**config.mk**
```make
export PLATFORM = sky130hd
export DESIGN_NAME = xs3_to_bcd
export DESIGN_NICKNAME = d
export VERILOG_FILES = /design/src/rtl/xs3_to_bcd.sv
export SDC_FILE = /design/constraint.sdc
export NUM_CORES = 1
export LEC_CHECK = 0
export BUFFER_PORTS_ARGS = -buffer_cell sky130_fd_sc_hd__buf_2
export CORE_MARGIN = 5
export CORE_UTILIZATION = 45
export DETAILED_ROUTE_END_ITERATION = 16
export PLACE_DENSITY = 0.71
export RECOVER_POWER = 50
export SLEW_MARGIN = 10
export SYNTH_ARGS = -nofsm -noshare
export SYNTH_HDL_FRONTEND = slang
export SYNTH_SLANG_ARGS = --single-unit
```
**constraint.sdc**
```tcl
create_clock -name clk -period 1.9 [get_ports clk]
set_input_delay 0.095 -clock clk [delete_from_list [all_inputs] [get_ports clk]]
set_output_delay 0.095 -clock clk [all_outputs]
set_load 0.01 [all_outputs]
```
**src/rtl/xs3_to_bcd.sv**
```systemverilog
// xs3_to_bcd: registered excess-3 to BCD digit converter with saturating illegal-code counter
module xs3_to_bcd (
  input  logic       clk,
  input  logic       rst,
  input  logic       in_valid,
  input  logic       E3,
  input  logic       E2,
  input  logic       E1,
  input  logic       E0,
  output logic       B3,
  output logic       B2,
  output logic       B1,
  output logic       B0,
  output logic       out_valid,
  output logic       err,
  output logic [7:0] err_cnt
);
  logic [3:0] e;
  logic [3:0] b;
  logic       legal;
  assign e = {E3, E2, E1, E0};
  assign legal = (e >= 4'd3) && (e <= 4'd12);
  assign {B3, B2, B1, B0} = b;
  always_ff @(posedge clk) begin
    if (rst) begin
      b         <= 4'd0;
      out_valid <= 1'b0;
      err       <= 1'b0;
      err_cnt   <= 8'd0;
    end else begin
      out_valid <= in_valid;
      if (in_valid) begin
        b   <= legal ? e - 4'd3 : 4'd0;
        err <= !legal;
        if (!legal && err_cnt != 8'hff) err_cnt <= err_cnt + 8'd1;
      end
    end
  end
endmodule

```
# ---- Word level (Yosys, flattened, before mapping)
# Cells that the tools add are included.
dict set report op_classes {
  n_addsub 2
  magnitude_cmp 2
  eq_ne 1
  n_mux 1
  reduce_logical 4
}
# cell count
set ops {}
lappend ops {{$add 8x1->8 const B} 1}
lappend ops {{$ne 8x8->1 const B} 1}
lappend ops {{$ge 4x2->1 const B} 1}
lappend ops {{$le 4x4->1 const B} 1}
lappend ops {{$mux 4} 1}
lappend ops {{$sub 4x2->4 const B} 1}
lappend ops {{$logic_and 1x1->1} 2}
lappend ops {{$reduce_and 2->1} 1}
lappend ops {{$logic_not 1->1} 1}
dict set report totals {
  reg_bits 14
  in_bits 7
  out_inout_bits 14
  word_cells 14
}

# ---- Longest topological paths before layout
# Gate-level depths: netlist of the first run.
dict set report depth {
  depth_word 5
  ltp_mapped 6
  ltp_nobuf 6
}

# ---- Worst setup path before layout of the first run
# Ideal clock, no wire load.
dict set report synth_path {
  path_type {input -> register}
  startpoint {input port E1}
  endpoint {register err_cnt[4]}
  setup_ns 0.071
  t_arrival_ns 1.649
  t_required_ns 1.829
  setup_slack_ns 0.180
  path_stages 5
  path_buffers 0
  cell_sequence {ha_1 or4b_4 and2_4 or4_1 a21oi_1}
}
dict set report synth_via {
  elab_chain_len 5
  word_cells_on_any_way 6
  classes_between {order compare (2); reduce/logical (4)}
}
# element line_no
set synth_rtl {}
lappend synth_rtl {{start, declared} 8} ;# input logic E1,
lappend synth_rtl {{$ge 4x2->1 / $le 4x4->1 (equally long branches)} 22} ;# assign legal = (e >= 4'd3) && (e <= 4'd12);
lappend synth_rtl {{$logic_and 1x1->1 (*)} 22}
lappend synth_rtl {{$logic_not 1->1 (*)} 35} ;# if (!legal && err_cnt != 8'hff) err_cnt <= err_cnt + 8'd1;
lappend synth_rtl {{$logic_and 1x1->1 (*)} 35}
lappend synth_rtl {{$reduce_and 2->1 (no line) (*)} -}
lappend synth_rtl {{end signal, assigned} 35}
lappend synth_rtl {{end, declared} 16} ;# output logic [7:0] err_cnt
# Mark *: on every way between the ends. The rest lies on a longest branch, timed or not.
# A chain may end at the register's enable or synchronous reset.

# ---- Worst setup path in the final report of the first run
dict set report layout_path {
  startpoint {input port E1}
  endpoint {register err_cnt[6]}
}
# Same word-level chain as after synthesis.

==> impl_metrics.toml, run 1 <==
[synthesis]
ys_types = 30
syn_nets = 88
ys_ff_latch = 14
synth_fa_ha_area_frac = 0.0539
yosysSeqAreaShare = 0.402
synth_xor_area_frac = 0.0251
ys.flop_type = "dfxtp_1"
syn-cell-area_um2 = 697
synth.mux.area_fraction = 0.0305
synth_compound_area_frac = 0.138
yosysWarnings = 0
yosys.area_share.simple = 0.334
synthCells = 78
synth_edf_count = 0
synth_top_family_by_area = "simple AND/OR/NAND/NOR gates"
syn_avg_cell_area_um2 = 8.93
synthArstFlopShare = 0

[clock_network]
clk_pin_slew_ns = 0.08
post_cts_buffers = 0
cts_htree_levels = 1
cts_tree = "done"
clock-sinks = 14
cts_resized = 0
cts_root_buf = "clkbuf_4"
cts-buffers-inserted = 3
cts_hold_buf = 0
insertion_delay_ns = 0.28
cts.path.max_buffers = 2

[sta]
fin_crit_ns = 1.58
hold_viol = 0
setup_tns_ns = 0
final-setup-viol-count = 0
min_period_over_period = 0.830
final_max_slew_viol_count = 0
max_slew_margin = 0.555
setup_slack_ns = 0.323
rsz0062_at_grt = "false"
max_freq_ghz = 0.634
skew_ns = 0.00155
worstMarginPinSlew_ns = 0.667

[grt]
grt_max_degree = 17
use_met3 = 0.0673
met1_usage = 0.153
grt_pass1_vias = 612
grt_use_met2 = 0.217
overflow = 0
busiest_layer = "met2"
antenna_found_initial = 0
grt_pass1_wl_um = 2600
grt_use_total = 0.141

[job]
cap_violations = 0

[run_status]
status = "completed"

[floorplan]
die-area_um2 = 2440
dieHeight_um = 49.4
die_width_um = 49.4
core_area_um2 = 1490
num_rows = 14
initial_core_util = 0.468
ios = 21

[route]
wl_per_cell_um = 12.7
drt_pass1_iterations = 2
drc_errors = 0
vias = 649
viasPerCell = 5.41
totalWireLength_um = 1530
drtAntennaViolNets = 0
first_iter_violations = 1

[placement]
io_buffers = 20
place_hpwl_um = 1150
place.gp.congestion = 0.761
dp_slack_ns = 0.0425

[setup_path]
crit_start = "E1"
worstReg2RegStart = "err_cnt[4]"
worstPathArrival_ns = 1.79
end_kind = "flop"
path_max_fanout = 6
start_kind = "input port"
ff2ff_setup_slack_ns = 0.37
path_class = "input port to flop"
cp_data_required_time_ns = 2.11

[finish]
syn2layout_area_growth_pct = 22.3
nNetsFinal = 115
fill_cells = 157
layout-drive-gt1-share = 0.154
antennaDiodeCount = 0
final_cell_mix = "14 x dfxtp_1, 14 x clkbuf_1, 10 x a21oi_1"

[pwr]
pwr_density_cell_nw_per_um2 = 697
ir_worst_vdd_uv = 453
p_leak_nw = 0.353
power.total_uw = 594

[worst_hold_path]
min_from = "in_valid"
hold_class = "input port to flop"
## metrics by stage
step                      instances  utilization  hold slack, ns  instance area, um^2
final                           120        0.572           0.129                  852
after global routing            120        0.572           0.122                  852
after floorplan                  78            -           0.167                  697
after detailed placement        116        0.561           0.438                  836
after global placement          116        0.561           0.429                  836
after CTS                       120        0.586           0.119                  872
## logic make-up after synthesis
| family | after synthesis |
|---|---|
| fa+ha+maj | 3 |
| xor+xnor | 2 |
| buf+inv | 3 |
| flops | 14 |
| simple gates | 38 |
| mux | 2 |
| compound gates | 16 |
## synth_stat cells, types with 3 or more instances
cell type,number,share of area
nand3_1,5,0.036
ha_1,3,0.054
nor2_1,7,0.038
dfxtp_1,14,0.40
a21oi_1,10,0.072
and2b_1,4,0.043
nor3_1,5,0.036
## routing by layer
metal  share of wire  wire length [um]
met5               0                 0
met4           0.026                39
met3           0.064                98
met2            0.47               715
met1            0.44               673
## critical path: stages
cell,delay [ns]
buf_2,0.11
ha_1,0.20
or4b_4,0.54
and2_4,0.19
or4_1,0.50
a21oi_1,0.14
## final timing paths
| kind | endpoint | depth (start not counted) |
|---|---|---|
| max | err_cnt[6] | 6 |
| min | out_valid | 2 |
| max reg2reg | err_cnt[0] | 4 |
| min reg2reg | err | 2 |
## cell type report
cell class	count	area, um^2	share of cell area
multi-input combinational	61	405	0.476
timing repair buffer	23	103	0.120
sequential	14	280	0.329
clock buffer	4	36.3	0.0426
inverter	2	7.51	0.00881
tap	16	20.0	0.0235
## flip-flops by register name, indices dropped and copies added, names as in the netlist
| register | flops |
|---|---|
| err | 1 |
| b | 4 |
| err_cnt | 8 |
| out_valid | 1 |
## report_power, final
group / total (mW) / internal, mW / switching, mW
registers: 0.310 / 0.303 / 0.00630
clock network: 0.212 / 0.117 / 0.0951
logic: 0.0722 / 0.0326 / 0.0396
Power figures use the tool's default switching activity.
==> inputs of run 2 (changes only) <==
ABC_AREA = 1   (was not set)
PLACE_DENSITY = 0.72   (was 0.71)
clock period = 1.3 ns   (was 1.9 ns; I/O delays follow)
==> impl_metrics.toml, run 2 <==
[floorplan]
num_rows = 15
die_width_um = 52.5
core_area_um2 = 1730
initial_core_util = 0.470
die-area_um2 = 2750
dieHeight_um = 52.5
ios = 21

[route]
first_iter_violations = 20
viasPerCell = 4.61
drtAntennaViolNets = 0
drt_pass1_iterations = 4
vias = 793
drc_errors = 0
wl_per_cell_um = 9.78
totalWireLength_um = 1680

[setup_path]
path_max_fanout = 8
worstPathArrival_ns = 1.37
cp_data_required_time_ns = 1.48
start_kind = "flop"
path_cells = "ha_4, nand2_2, nor2_4, nand2_4, nand3_4, o21ai_0, nor2_1"
reg2reg_depth = 7
end_kind = "flop"
path_class = "flop to flop"
cpPeakStageDelay_ns = 0.35
slowest_stage = "dfxtp_2"

[sta]
hold_viol = 0
final_max_slew_viol_count = 0
worstMarginPinSlew_ns = 0.342
skew_ns = 0.00523
final-setup-viol-count = 0
min_period_over_period = 0.917
max_freq_ghz = 0.839
rsz0062_at_grt = "false"
fin_crit_ns = 1.19
setup_tns_ns = 0
max_slew_margin = 0.772

[finish]
layout_commonest_cell = "nand2_1"
largest_register_ffs = 8
final_area_um2 = 1010
nNetsFinal = 158
top_regs = "err_cnt x8, b x4"
largest_register = "err_cnt"
syn2layout_area_growth_pct = 24.7
layout-drive-gt1-share = 0.238
final_cell_mix = "43 x nand2_1, 15 x inv_1, 12 x nor2_1, 12 x dfxtp_1, 11 x buf_2"
antennaDiodeCount = 0

[placement]
place.gp.congestion = 0.794
dpl-instance-area_um2 = 970
place_hpwl_um = 1320
io_buffers = 20

[grt]
grt_pass1_wl_um = 2700
grt_max_degree = 13
grt_use_total = 0.130
grt_pass1_vias = 654
overflow = 0
antenna_found_initial = 0

[synthesis]
syn-cell-area_um2 = 812
synthArstFlopShare = 0
ys_types = 21
ys_ff_latch = 14
synth_top_area_frac = 0.345
netlist_top_cells_area = "dfxtp_1 35%, nand2_1 20%, inv_1 6.9%"
synth_edf_count = 0
yosysWarnings = 0
yosysSeqAreaShare = 0.345
yosysMostFrequentCell = "nand2_1"
synthTopCellsByCount = "44 x nand2_1, 15 x inv_1, 14 x dfxtp_1"
synth.largest_area_cell = "dfxtp_1"
synthCells = 120
syn_avg_cell_area_um2 = 6.77
syn_nets = 130
ys.flop_type = "dfxtp_1"

[clock_network]
cts_root_buf = "clkbuf_4"
insertion_delay_ns = 0.28
cts-buffers-inserted = 3
cts.path.max_buffers = 2
cts_hold_buf = 0
cts_htree_levels = 1
cts_tree = "done"
post_cts_buffers = 0
cts_resized = 0
clock-sinks = 14
clk_pin_slew_ns = 0.09

[pwr]
pwr_density_cell_nw_per_um2 = 896
p_leak_nw = 0.465
ir_worst_vdd_uv = 565

[worst_hold_path]
hold_class = "input port to flop"
holdPathStages = 2

[run_status]
status = "completed"

[job]
cap_violations = 0
==> run 2: cell families (layout without fill, tap and decap cells) <==
family / Yosys count / count (layout) / synth area share
AO/OA/AOI/OAI: 14 / 14 / 0.116
XOR/XNOR: 3 / 3 / 0.0324
adder cells (fa/ha/maj): 3 / 3 / 0.0462
buffers and inverters: 18 / 45 / 0.0832
flip-flops: 14 / 14 / 0.345
AND/OR/NAND/NOR: 68 / 68 / 0.378
==> run 2: final timing paths <==
path	startpoint	end	slack (ns)
max	err_cnt[1]	err_cnt[1]	0.11
min	rst	err_cnt[6]	0.11
max reg2reg	err_cnt[1]	err_cnt[1]	0.11
min reg2reg	b[1]	b[1]	0.47
==> run 2: cell type report <==
type                       count  area (um^2)
fill                         166          714
multi-input combinational     88          479
sequential                    14          283
timing repair buffer          24          119
inverter                      17         63.8
clock buffer                   4         36.3
tap                           25         31.3
==> run 2: routing by layer <==
metal | GRT usage | vias up | part of all wire | wire length [um]
met5 | 0 | - | 0 | 0
met1 | 0.175 | 351 | 0.49 | 817
li1 | - | 425 | - | -
met2 | 0.207 | 17 | 0.45 | 754
met3 | 0.0285 | 0 | 0.065 | 110
met4 | 0.0383 | 0 | 0 | 0
==> run 2: worst max-delay path, delay by kind of cell (launching register included) <==
kind	cells	cell delay (ns)
compound gates	1	0.19
fa+ha+maj	1	0.16
flops	1	0.35
simple gates	5	0.39
==> run 2: through the flow <==
step / hold WS, ns / util / total power, mW / cells / setup slack, ns
floorplan: 0.127 / - / 0.541 / 120 / 0.0316
global placement: 0.390 / 0.562 / 0.595 / 168 / 0.0792
detailed placement: 0.391 / 0.562 / 0.596 / 168 / 0.0522
CTS: 0.0927 / 0.583 / 0.915 / 172 / 0.0244
global route: 0.122 / 0.586 / 0.961 / 172 / 0.00743
finish: 0.115 / 0.586 / 0.907 / 172 / 0.108
==> run 2: report_power, final <==
part | total [mW] | switching [mW] | internal (mW)
clock | 0.318 | 0.148 | 0.170
combinational | 0.132 | 0.0822 | 0.0503
sequential | 0.456 | 0.00994 | 0.446
==> inputs of run 3 (changes only) <==
ABC_AREA = not set   (was 1)
BUFFER_PORTS_ARGS = not set   (was -buffer_cell sky130_fd_sc_hd__buf_2)
DONT_BUFFER_PORTS = 1   (was not set)
PLACE_DENSITY = not set   (was 0.72)
==> impl_metrics.toml, run 3 (synthesized netlist as in run 1, its figures left out) <==
[run_status]
status = "finished with violations"
failed_checks = "negative hold slack, negative setup slack"

[setup_path]
start_kind = "flop"
path_class = "flop to flop"
worstPathArrival_ns = 1.53
reg2reg_depth = 4
worstReg2RegStart = "err_cnt[0]"
crit_start = "err_cnt[0]"
path_max_fanout = 4
end_kind = "flop"
cp_data_required_time_ns = 1.51

[floorplan]
die_width_um = 49.4
num_rows = 14
die-area_um2 = 2440
dieHeight_um = 49.4
initial_core_util = 0.468
core_area_um2 = 1490
ios = 21

[grt]
grt_pass1_vias = 680
grt_use_total = 0.146
grt_max_degree = 17
overflow = 0
antenna_found_initial = 0
grt_pass1_wl_um = 2840

[finish]
syn2layout_area_growth_pct = 42.9
layout-drive-gt1-share = 0.396
largest_register_ffs = 8
antennaDiodeCount = 0
final_area_um2 = 996
layout_commonest_cell = "buf_4"
fill_cells = 134
top_regs = "err_cnt x8, b x4"
final_cell_mix = "15 x buf_4, 10 x dfxtp_1, 8 x a21oi_1"
largest_register = "err_cnt"
stdcell_count = 117
nNetsFinal = 113

[sta]
whs_ns = -0.161
max_slew_margin = 0.798
min_period_over_period = 1.02
final-setup-viol-count = 2
rsz0062_at_grt = "true"
hold_viol = 11
skew_ns = 0.00208
final_max_slew_viol_count = 0
worstMarginPinSlew_ns = 0.300
fin_crit_ns = 1.32
max_freq_ghz = 0.756
setup_slack_ns = -0.0220

[worst_hold_path]
holdPathStages = 1
min_from = "rst"
hold_class = "input port to flop"

[clock_network]
cts_htree_levels = 1
cts.path.max_buffers = 2
cts-buffers-inserted = 3
clock-sinks = 14
insertion_delay_ns = 0.27
cts_root_buf = "clkbuf_4"
cts_hold_buf = 2
clk_pin_slew_ns = 0.08
cts_tree = "done"

[route]
drc_errors = 0
drt_pass1_iterations = 4
first_iter_violations = 8
vias = 682
drtAntennaViolNets = 0
viasPerCell = 5.83
wl_per_cell_um = 14.3
totalWireLength_um = 1670

[placement]
dp_slack_ns = -0.215
place.gp.congestion = 0.760
io_buffers = 0
dp_cells = 110
dpl-instance-area_um2 = 875
place_hpwl_um = 1230

[pwr]
power.total_uw = 799
power_frac_seq = 0.575
p_leak_nw = 0.411
p_clk_frac = 0.301
power.internal_uw = 610
pwr_density_cell_nw_per_um2 = 802
switching_share = 0.236
p_comb_frac = 0.123
ir_worst_vdd_uv = 523
p_switching_uw = 188

[job]
cap_violations = 0
==> run 3: changes by cell type in the layout (fill, tap and decap cells not counted), moves of 5 or more <==
cell / change
nor2_1: -5
buf_4: +11
nand2_1: -41
buf_2: -11
clkbuf_1: -9
inv_1: -13
==> run 3: final cells by class <==
cell class / instances / area, um^2 / area share
inverters: 2 / 7.51 / 0.00754
repair buffers: 21 / 178 / 0.178
multi-input cells: 61 / 480 / 0.482
clock buffers: 3 / 22.5 / 0.0226
flip-flops and latches: 14 / 288 / 0.289
well taps: 16 / 20.0 / 0.0201
==> run 3: worst max-delay path, stage by stage (launching register included) <==
cell and delay, ns:
dfxtp_4 0.37, ha_4 0.16, nand3_2 0.08, or4_4 0.52
a21oi_2 0.13
==> run 3: final timing paths <==
check	endpoint	slack, ns
max	err_cnt[4]	-0.02
min	err_cnt[5]	-0.16
max reg2reg	err_cnt[4]	-0.02
min reg2reg	err_cnt[5]	0.56
==> run 3: power by group through the flow <==
stage | clock [mW] | combinational, mW | sequential (mW)
2_1_floorplan | 0 | 0.0635 | 0.469
3_3_place_gp | 0 | 0.0845 | 0.468
3_5_place_dp | 0 | 0.0870 | 0.468
4_1_cts | 0.253 | 0.0941 | 0.460
5_1_grt | 0.278 | 0.110 | 0.462
6_report | 0.241 | 0.0985 | 0.460
==> run 3: per-layer routing <==
metal / share of wire / vias to the layer above / GRT usage
met4: 0.0060 / 0 / 0.0762
met2: 0.51 / 17 / 0.245
met5: 0 / - / 0
met1: 0.41 / 324 / 0.145
met3: 0.073 / 2 / 0.0734
li1: - / 339 / -
==> run 3: repair_timing <==
| action | in CTS | in global routing |
|---|---|---|
| setup buffers | 2 | 0 |
| gates resized for setup | 7 | 13 |
| pin swaps | 2 | 5 |
| gates cloned | 0 | 0 |
| endpoints found under the setup margin | 4 | 7 |
| hold endpoints to repair | 13 | 11 |
==> run 3: stage by stage <==
| step | utilization | TNS, ns |
|---|---|---|
| final | 0.669 | -0.0335 |
| after floorplan | - | -0.670 |
| after global routing | 0.669 | -0.203 |
| after CTS | 0.642 | 0 |
| after detailed placement | 0.587 | -1.05 |
| after global placement | 0.587 | -1.05 |
